### config.mk
export PLATFORM = sky130hd
export DESIGN_NAME = qspi_phase_counter
export DESIGN_NICKNAME = d
export VERILOG_FILES = /design/src/rtl/qspi_phase_counter.sv
export SDC_FILE = /design/constraint.sdc
export NUM_CORES = 1
export LEC_CHECK = 0
export CAP_MARGIN = 20
export CORE_ASPECT_RATIO = 1.25
export CORE_MARGIN = 1.5
export CORE_UTILIZATION = 52
export DETAILED_ROUTE_END_ITERATION = 16
export PLACE_DENSITY = 0.8
export SLEW_MARGIN = 20
export SYNTH_ARGS = -nofsm -noshare
export SYNTH_HDL_FRONTEND = slang
export SYNTH_SLANG_ARGS = --single-unit
### constraint.sdc
create_clock -name clk -period 2.1 [get_ports clk]
set_input_delay 0.315 -clock clk [delete_from_list [all_inputs] [get_ports clk]]
set_output_delay 0.315 -clock clk [all_outputs]
set_load 0.05 [all_outputs]
### src/rtl/qspi_phase_counter.sv
// qspi_phase_counter: times one QSPI frame phase (command, address, dummy or
// data) in SCK cycles, derived from a bit count and the lane mode.
// Supports hold (SCK stall), abort and a registered one-cycle done pulse.
//
// Optional feature, macro QSPI_PHASE_RELOAD_EN: a start seen while last_cycle
// is high reloads the counter and stays in RUN, so consecutive phases run with
// no idle gap. Without the macro a one-cycle DONE state always separates phases.
module qspi_phase_counter #(
  parameter int CNT_W = 8
) (
  input  logic             clk,
  input  logic             rst_n,
  input  logic             start,
  input  logic [CNT_W-1:0] target_bits,
  input  logic [1:0]       lane_mode,
  input  logic             hold,
  input  logic             abort,
  output logic             busy,
  output logic             last_cycle,
  output logic [CNT_W-1:0] cycles_left,
  output logic             count_done
);

  typedef enum logic [1:0] {
    IDLE = 2'b00,
    RUN  = 2'b01,
    DONE = 2'b10
  } state_t;

  state_t           state_q, state_d;
  logic [CNT_W-1:0] remaining_q, remaining_d;
  logic             done_q, done_d;

  logic [1:0]       lane_shift;
  logic [CNT_W:0]   lane_round;
  logic [CNT_W:0]   cycles_wide;
  logic [CNT_W-1:0] start_cycles;
  logic             start_zero;

  // Bits-to-cycles conversion: ceil(bits / lanes), widened by one bit so the
  // rounding add cannot wrap; the shifted result always fits in CNT_W.
  always_comb begin
    lane_shift = 2'd2;                 // quad, and reserved 11 treated as quad
    lane_round = '0;
    case (lane_mode)
      2'b00:   lane_shift = 2'd0;
      2'b01:   lane_shift = 2'd1;
      default: lane_shift = 2'd2;
    endcase
    lane_round[1:0] = (lane_shift == 2'd0) ? 2'd0 :
                      (lane_shift == 2'd1) ? 2'd1 : 2'd3;
    cycles_wide  = ({1'b0, target_bits} + lane_round) >> lane_shift;
    start_cycles = cycles_wide[CNT_W-1:0];
    start_zero   = (cycles_wide == '0);
  end

  // Outputs decoded from registered state; last_cycle also sees hold so the
  // shift engine knows whether this edge really retires the final cycle.
  assign busy        = (state_q == RUN);
  assign cycles_left = busy ? remaining_q : '0;
  assign last_cycle  = busy && (remaining_q == CNT_W'(1)) && !hold;
  assign count_done  = done_q;

  // Next-state logic: abort beats start and hold; hold beats the decrement.
  always_comb begin
    // NOTE: every always_comb output gets a default first, so no path can
    // leave a signal unassigned and infer a latch.
    state_d     = state_q;
    remaining_d = remaining_q;
    done_d      = 1'b0;
    case (state_q)
      IDLE: begin
        if (start && !abort) begin
          if (start_zero) begin
            done_d = 1'b1;             // zero-length phase: pulse, stay idle
          end else begin
            state_d     = RUN;
            remaining_d = start_cycles;
          end
        end
      end
      RUN: begin
        if (abort) begin
          state_d     = IDLE;
          remaining_d = '0;
        end else if (last_cycle) begin
          done_d = 1'b1;
`ifdef QSPI_PHASE_RELOAD_EN
          if (start && !start_zero) begin
            remaining_d = start_cycles;  // back-to-back phase, no idle gap
          end else begin
            state_d     = DONE;
            remaining_d = '0;
          end
`else
          state_d     = DONE;
          remaining_d = '0;
`endif
        end else if (!hold) begin
          remaining_d = remaining_q - 1'b1;
        end
      end
      DONE: begin
        state_d     = IDLE;
        remaining_d = '0;
      end
      default: begin
        state_d     = IDLE;
        remaining_d = '0;
      end
    endcase
  end

  // State, remaining count and done pulse registers.
  always_ff @(posedge clk or negedge rst_n) begin
    // NOTE: sequential state uses non-blocking assignments so every register
    // samples the pre-edge values, independent of statement order.
    if (!rst_n) begin
      state_q     <= IDLE;
      remaining_q <= '0;
      done_q      <= 1'b0;
    end else begin
      state_q     <= state_d;
      remaining_q <= remaining_d;
      done_q      <= done_d;
    end
  end

endmodule
### Word level (Yosys, flattened, before mapping)

Cells that the tools add are included.

| storage, ports and cells | value |
|---|---|
| register bits after elaboration | 11 |
| word-level logic and storage cells | 45 |

| cells by class | value |
|---|---|
| add/subtract/negate cells | 2 |
| eq/ne operators | 8 |
| shift-type cells | 1 |
| mux-type cells | 20 |
| reduce and logical (&&, ||, !) cells | 11 |

Operator list:

| kind | count |
|---|---|
| $mux W8 | 6 |
| $pmux W8 S2 | 1 |
| $mux W2 | 6 |
| $add A8 B2 Y9 | 1 |
| $logic_not A9 Y1 | 1 |
| $shr A9 B2 Y9 | 1 |
| $eq A8 B1 Y1 const B | 1 |
| $pmux W2 S2 | 2 |
| $sub A8 B1 Y8 const B | 1 |
| $eq A2 B1 Y1 const B | 3 |
| $logic_not A2 Y1 | 3 |
| $reduce_and A3 Y1 | 2 |
| $mux W1 | 4 |
| $ne A2 B2 Y1 const B | 2 |
| $ne A4 B3 Y1 const B | 1 |
| $logic_and A1 B1 Y1 | 3 |
| $ne A3 B2 Y1 const B | 1 |
| $logic_not A1 Y1 | 2 |
| $pmux W1 S2 | 1 |

### Logic depth before layout (Yosys ltp)

Gate-level depths: netlist of run 1.

| logic depth | value |
|---|---|
| depth in word-level cells | 11 |
| depth in mapped cells | 12 |
| mapped depth without buffers | 11 |

### Least setup slack after synthesis of run 1

No wires, ideal clock.

| path | value |
|---|---|
| path kind | input to register |
| from | input lane_mode[1] |
| to | register remaining_q[0] |
| setup time | 138 ps |
| arrival | 2668 ps |
| data required time | 1962 ps |
| setup slack | -706 ps |
| cell stages on the path | 12 |
| path buffers | 1 |
| cell sequence | buf_6 inv_2 nand2_1 ha_1 ha_1 xnor2_1 or4b_1 o211ai_1 nand4bb_1 a211oi_4 or2_1 a21oi_1 |

| between the ends | value |
|---|---|
| cells in the longest elaborated chain, start to end | 10 |
| elaborated cells between the ends (all ways) | 15 |

RTL lines:

| what | RTL line | RTL |
|---|---|---|
| start, declared | 15 | `input logic [1:0] lane_mode,` |
| $eq A2 B1 Y1 / $logic_not A2 Y1 (equally long branches) | 45 | `case (lane_mode)` |
| $pmux W2 S2 * | 45 |  |
| $eq A2 B1 Y1 | 51 | `(lane_shift == 2'd1) ? 2'd1 : 2'd3;` |
| $mux W2 | 51 |  |
| $mux W2 | 50 | `lane_round[1:0] = (lane_shift == 2'd0) ? 2'd0 :` |
| $add A8 B2 Y9 | 52 | `cycles_wide = ({1'b0, target_bits} + lane_round) >> lane_shift;` |
| $shr A9 B2 Y9 * | 52 |  |
| $logic_not A9 Y1 / $mux W8 (equally long branches) | 54, 74 |  |
| $ne A2 B2 Y1 (no source line) / $mux W8 (equally long branches) | n/a |  |
| $reduce_and A3 Y1 (no source line) / $pmux W8 S2 (equally long branches) | n/a |  |
| end signal, assigned | 124 | `remaining_q <= remaining_d;` |
| end, declared | 31 | `logic [CNT_W-1:0] remaining_q, remaining_d;` |

Mark *: on every way between the ends. The rest lies on a longest branch, timed or not. The select of a mux whose other input is x is not followed.
A chain may end at the register's enable or synchronous reset.

### Worst setup path after layout of run 1

| path | value |
|---|---|
| from | input lane_mode[0] |
| to | register remaining_q[1] |

The elaborated chain is that of the path after synthesis.

==> results of run 1 <==
## cell families (layout without fill, tap and decap cells)
group,Yosys count,in the layout,share of synthesized area [%]
muxes,1,1,0.737
xor gates and xnor gates,8,8,5.16
AOI/OAI and AO/OA,57,57,32.4
DFF,11,11,20.3
adders and majority gates,5,5,4.51
buffers and inverters,18,90,6.91
and+or+nand+nor,75,75,30.0
## timing repair
item,4_1_cts,5_1_grt
hold buffers,0,0
buffers inserted,4,7
pin swaps,14,17
endpoints found under the setup margin,11,11
resized for setup,34,24
## layout by cell type (no fill, tap or decap), types with 3 or more instances in the layout
| cell | instances |
|---|---|
| nor3_1 | 5 |
| dfrtp_1 | 11 |
| xnor2_1 | 3 |
| and2_1 | 9 |
| clkdlybuf4s50_1 | 8 |
| buf_6 | 4 |
| nand4_1 | 3 |
| o21ai_1 | 7 |
| and3_1 | 3 |
| inv_1 | 5 |
| clkbuf_4 | 3 |
| o21ai_0 | 7 |
| a21oi_1 | 5 |
| o31ai_1 | 4 |
| nor2b_1 | 4 |
| a211oi_1 | 3 |
| nand3_1 | 4 |
| nand2_1 | 9 |
| buf_12 | 6 |
| nor2_1 | 20 |
| a31oi_1 | 3 |
| buf_4 | 54 |
## sequential cells by signal, indices dropped and copies added, names as in the netlist
signal,count
remaining_q,8
count_done,1
state_q,2
## worst reg2reg max path, delay by kind of cell, from the launching register on
family	cells	cell delay, ns
AOI/OAI and AO/OA	3	0.33
adders and majority gates	1	0.17
buffers and inverters	1	0.07
DFF	1	0.36
and+or+nand+nor	3	1.11
## final cells by class
type                    count  area share [%]
multi-input cells         146            50.9
repair buffers             79            32.2
flip-flops and latches     11            12.2
well taps                  33            1.84
inverters                   7            1.61
clock buffers               4            1.17
## metal layers
layer / global-route usage (%) / vias to the layer above / share of wire (%)
li1: - / 795 / -
met1: 31.1 / 851 / 36
met2: 63.4 / 134 / 51
met3: 4.00 / 50 / 6.8
met4: 15.9 / 0 / 6.4
met5: 0 / - / 0
## power groups by stage
stage,Combinational [mW],Sequential (mW),Clock [mW]
floorplan,0.419,0.300,0
global placement,0.707,0.300,0
detailed placement,0.727,0.303,0
CTS,0.765,0.299,0.147
global route,0.920,0.311,0.161
finish,0.868,0.302,0.147
## metrics by stage
step / hold slack [ns] / cell area, um2 / setup TNS [ns] / std cells
floorplan: 0.0194 / 1440 / -4.06 / 175
global placement: 0.510 / 2000 / -8.66 / 265
detailed placement: 0.548 / 2000 / -9.58 / 265
CTS: 0.399 / 2120 / -1.77 / 273
global route: 0.409 / 2250 / -2.83 / 280
finish: 0.375 / 2250 / -2.36 / 280
## final timing paths
path | from | to | slack [ns]
setup / recovery | lane_mode[0] | remaining_q[1] | -0.27
hold reg to reg | remaining_q[7] | remaining_q[7] | 0.57
min in group clk | remaining_q[7] | remaining_q[7] | 0.57
setup reg to reg | remaining_q[1] | remaining_q[5] | -0.01
hold / removal | rst_n | state_q[0] | 0.38
max in group asynchronous | rst_n | remaining_q[6] | 1.38
==> results.cfg, run 1 <==
[synth]
yosysMostFrequentCell = nor2_1
postSynthCellCount = 175
netlist_area_um2 = 1360
synth_area_leader_cell = dfrtp_1
synth_edf_count = 0
synth-seq-cells = 11
ys_types = 54
yosys_warnings = 0
yosysTopAreaCellShare_pct = 20.3
async_reset_ff_share_pct = 100
synth.avg_cell_area_um2 = 7.76
ys_top_cells_by_area = dfrtp_1 (20%), nor2_1 (5.5%), and2_1 (5.1%), ha_1 (3.7%), o21ai_1 (2.9%)
synth_fp_nets = 194
ys_top_cells_by_count = nor2_1 (20), and2_1 (11), dfrtp_1 (11), nand2_1 (10), o21ai_1 (8)
ys.flop_type = dfrtp_1
yosysSeqAreaShare_pct = 20.3

[drt]
final_antenna_net_count = 0
firstDrtPassIters = 5
routed_via_density = 6.54
post-route-drc-count = 0
drt-initial-drc-count = 117
totalWireLength_um = 5430
via_count = 1830
routedWlPerCell_um = 19.4

[timing]
period_share_pct = 113
min_period_ns = 2.37
finalMaxSlewViolations = 0
hold_viol = 0
setup_viol = 10
setup_ws_ns = -0.272
slew-limit-headroom_pct = 44.5
tightest_slew_ns = 0.811
clock-skew-final_ns = 0.00632
rsz0062_at_grt = yes
fmaxAchievable_mhz = 422

[pwr]
comb_power_share_pct = 65.9
p_switching_uw = 593
power.internal_uw = 725
clock_power_share_pct = 11.2
p_total_mw = 1.32
p_leak_nw = 0.987
vdd_drop_max_uv = 378
p_seq_share_pct = 22.9
p_sw_share_pct = 45.0
powerDensity_nw_per_um2 = 586

[floorplanning]
core_region_area_um2 = 2450
dieWidth_um = 48.7
die_y_um = 60.2
io-pin-count = 26
fp.dieArea_um2 = 2930
start_util_pct = 55.4
fp-row-count = 20

[placed_design]
portBuffers = 25
dp_hpwl_um = 3330
dp_slack_ns = -1.03
gp_congestion = 0.893

[final_layout]
fillers = 108
regArea_um2 = 275
n_antenna_cell = 0
drive_gt1_share_pct = 41.7
multi_input_comb_area_um2 = 1140
fin_util_pct = 91.6
area_growth_pct = 65.4
fin_nets = 267

[clock_network]
cts_buffers = 3
cts_sinks = 11
clock_latency_ns = 0.27
htreeDepth = 1
clockRootBuffer = clkbuf_4
clockBufferDepth = 2
cts.clk_slew.worst_paths_ns = 0.07
cts_tree = built

[critical_path]
critPathMaxStageDelay_ns = 0.36
rr_worst_depth = 8
required_ns = 2.30
cp_common_cell = nand3_1
cp.arrival_ns = 2.57
end_kind = flip-flop
path_buf_inv = 4
path_delay_family = buffers and inverters
startpoint_type = primary input
cp_max_fo = 8
path_cells = buf_8 -> inv_6 -> nand2_4 -> ha_4 -> buf_4 -> maj3_2 -> nand3_1 -> xor2_1 -> nand3_1 -> a211oi_4 -> buf_6 -> nor3_4 -> a21oi_2
crit_path_top_delay_cell = a211oi_4
critPathKind = primary input to flip-flop
crit_cells = 13

[job]
drv_cap = 0

[grt]
grt_antenna_before_repair = 0
grt_max_degree = 16
grt-ovfl-total = 0
grt_pass1_wl_um = 7140
grt_usage_pct = 31.2
first_global_vias = 1652

[min_path]
min_path_type = primary input to asynchronous set/reset pin

[status]
status = complete, but fails checks
violations = setup timing
(Power assumes the default switching activity.)
==> run 2: changes to the inputs <==
==> constraint.sdc (replaced) <==
create_clock -name clk -period 2.1 [get_ports clk]
set_input_delay 0.42 -clock clk [delete_from_list [all_inputs] [get_ports clk]]
set_output_delay 0.42 -clock clk [all_outputs]
set_load 0.05 [all_outputs]
==> run 2 against run 1 <==
Effect of this change: the flow still finishes with violations (setup timing); design area decreased by 3.0%; critical path depth did not move; setup slack got worse by 0.13 ns; via count is 5.0% lower; sequential share of layout area up 0.38 points; clock-buffer cell count unchanged; clock skew decreased by 0.0054 ns; critical path type unchanged.
==> results.cfg, run 2 (same netlist as run 1, synthesis figures left out) <==
[floorplanning]
fp.dieArea_um2 = 2930
fp-row-count = 20
start_util_pct = 55.4
die_y_um = 60.2
core_region_area_um2 = 2450
io-pin-count = 26
dieWidth_um = 48.7

[clock_network]
htreeDepth = 1
clockRootBuffer = clkbuf_4
cts_sinks = 11
cts.clk_slew.worst_paths_ns = 0.07
clockBufferDepth = 2
cts_tree = built
clock_latency_ns = 0.28
cts_buffers = 3

[placed_design]
portBuffers = 25
gp_congestion = 0.888
dp_hpwl_um = 3400
dp_cells = 267
post_dp_cell_area_um2 = 2030

[final_layout]
fin_nets = 266
drive_gt1_share_pct = 38.2
mostFrequentLayoutCells = buf_4 (54), nor2_1 (20), dfrtp_1 (11)
layout.cells.non_filler = 279
largest_reg_flops = 8
fin_util_pct = 88.9
n_antenna_cell = 0
layout_commonest_cell = buf_4
post-route-cell-area_um2 = 2180
area_growth_pct = 60.4
top_register = remaining_q

[drt]
totalWireLength_um = 5220
routedWlPerCell_um = 18.7
drt-initial-drc-count = 111
post-route-drc-count = 0
firstDrtPassIters = 6
via_count = 1738
routed_via_density = 6.23
final_antenna_net_count = 0

[min_path]
min_path_type = primary input to asynchronous set/reset pin

[critical_path]
path_delay_family = compound AO/OA/AOI/OAI gates
cp.arrival_ns = 2.70
critPathKind = primary input to flip-flop
critPathMaxStageDelay_ns = 0.47
end_kind = flip-flop
startpoint_type = primary input
path_buf_inv = 3
required_ns = 2.30
crit_path_top_delay_cell = or4b_4
rr_startpoint = remaining_q[1]
cp_max_fo = 5
cp_common_cell = ha_4
reg2reg_slack_ns = 0.04
path_cells = buf_8 -> inv_6 -> nand2_4 -> ha_4 -> ha_4 -> xnor2_2 -> or4b_4 -> o211ai_1 -> nand4bb_1 -> a211oi_4 -> buf_6 -> o31ai_2 -> o21ai_1
rr_worst_depth = 8
r2r_end = remaining_q[5]

[timing]
finalMaxSlewViolations = 0
period_share_pct = 119
fmaxAchievable_mhz = 400
tightest_slew_ns = 0.523
setup_ws_ns = -0.398
clock-skew-final_ns = 0.000951
min_period_ns = 2.50
hold_viol = 0
fin_hold_ws_ns = 0.486
rsz0062_at_grt = yes
setup_viol = 11
slew-limit-headroom_pct = 64.2

[grt]
grt-ovfl-total = 0
grt_usage_pct = 35.0
grt_max_degree = 16
grt_antenna_before_repair = 0
first_global_vias = 1674
grt_pass1_wl_um = 7850

[pwr]
p_leak_nw = 0.960
p_total_mw = 1.28
powerDensity_nw_per_um2 = 589
vdd_drop_max_uv = 393

[status]
status = complete, but fails checks
violations = setup timing

[job]
drv_cap = 0
run 2: worst max-delay path by stage:
| stage | from | to | slack (ns) | depth (start not counted) |
|---|---|---|---|---|
| detailed placement | lane_mode[1] | remaining_q[0] | -1.14 | 13 |
| global route | lane_mode[0] | remaining_q[0] | -0.45 | 13 |
| floorplan | lane_mode[1] | remaining_q[0] | -0.60 | 11 |
| global placement | lane_mode[1] | remaining_q[0] | -1.01 | 13 |
| finish | lane_mode[0] | remaining_q[6] | -0.40 | 13 |
| CTS | lane_mode[1] | remaining_q[0] | -0.30 | 13 |
run 2: through the flow:
stage                     worst slack, ns  setup TNS [ns]
after detailed placement            -1.14          -10.61
after CTS                          -0.296           -2.40
after floorplan                    -0.601           -5.11
after global routing               -0.454           -3.91
final                              -0.398           -3.40
after global placement              -1.01           -9.60
run 2: worst register-to-register path, stage by stage, from the launching register on:
cell and delay, ns:
dfrtp_1 0.36, inv_1 0.07, ha_1 0.17, and4bb_2 0.24
or3_1 0.37, or4_1 0.49, o21ai_0 0.09, a21oi_1 0.06
o21ai_1 0.13
run 2: area by class of cell:
| type | count | area (um2) |
|---|---|---|
| multi-input cells | 146 | 1080 |
| repair buffers | 78 | 719 |
| flip-flops and latches | 11 | 275 |
| fillers | 129 | 273 |
| well taps | 33 | 41.3 |
| inverters | 7 | 36.3 |
| clock buffers | 4 | 26.3 |
run 2: repair_timing:
item	in CTS	in global routing
endpoints found under the setup margin	11	11
setup buffers	4	5
gates resized for setup	33	8
hold buffers	0	0
endpoints found under the hold margin	0	0
pin swaps	12	10
run 2: report_power, final:
part           switching (mW)  internal [mW]
logic                   0.449          0.380
registers              0.0416          0.262
clock network          0.0775         0.0738
run 2: per-layer routing:
layer  GRT usage (%)  routed length, um  vias up
met1            37.1               1930      805
met2            69.7               2760      105
met4            16.7                310        0
met3            3.00                222       35
li1                -                  -      793
met5               0                  0        -
==> run 3: changes to the inputs <==
- ABC_AREA: not set -> 0
==> results of run 3 <==
Same layout as run 2: the final DEF is identical, and so are final timing and power.
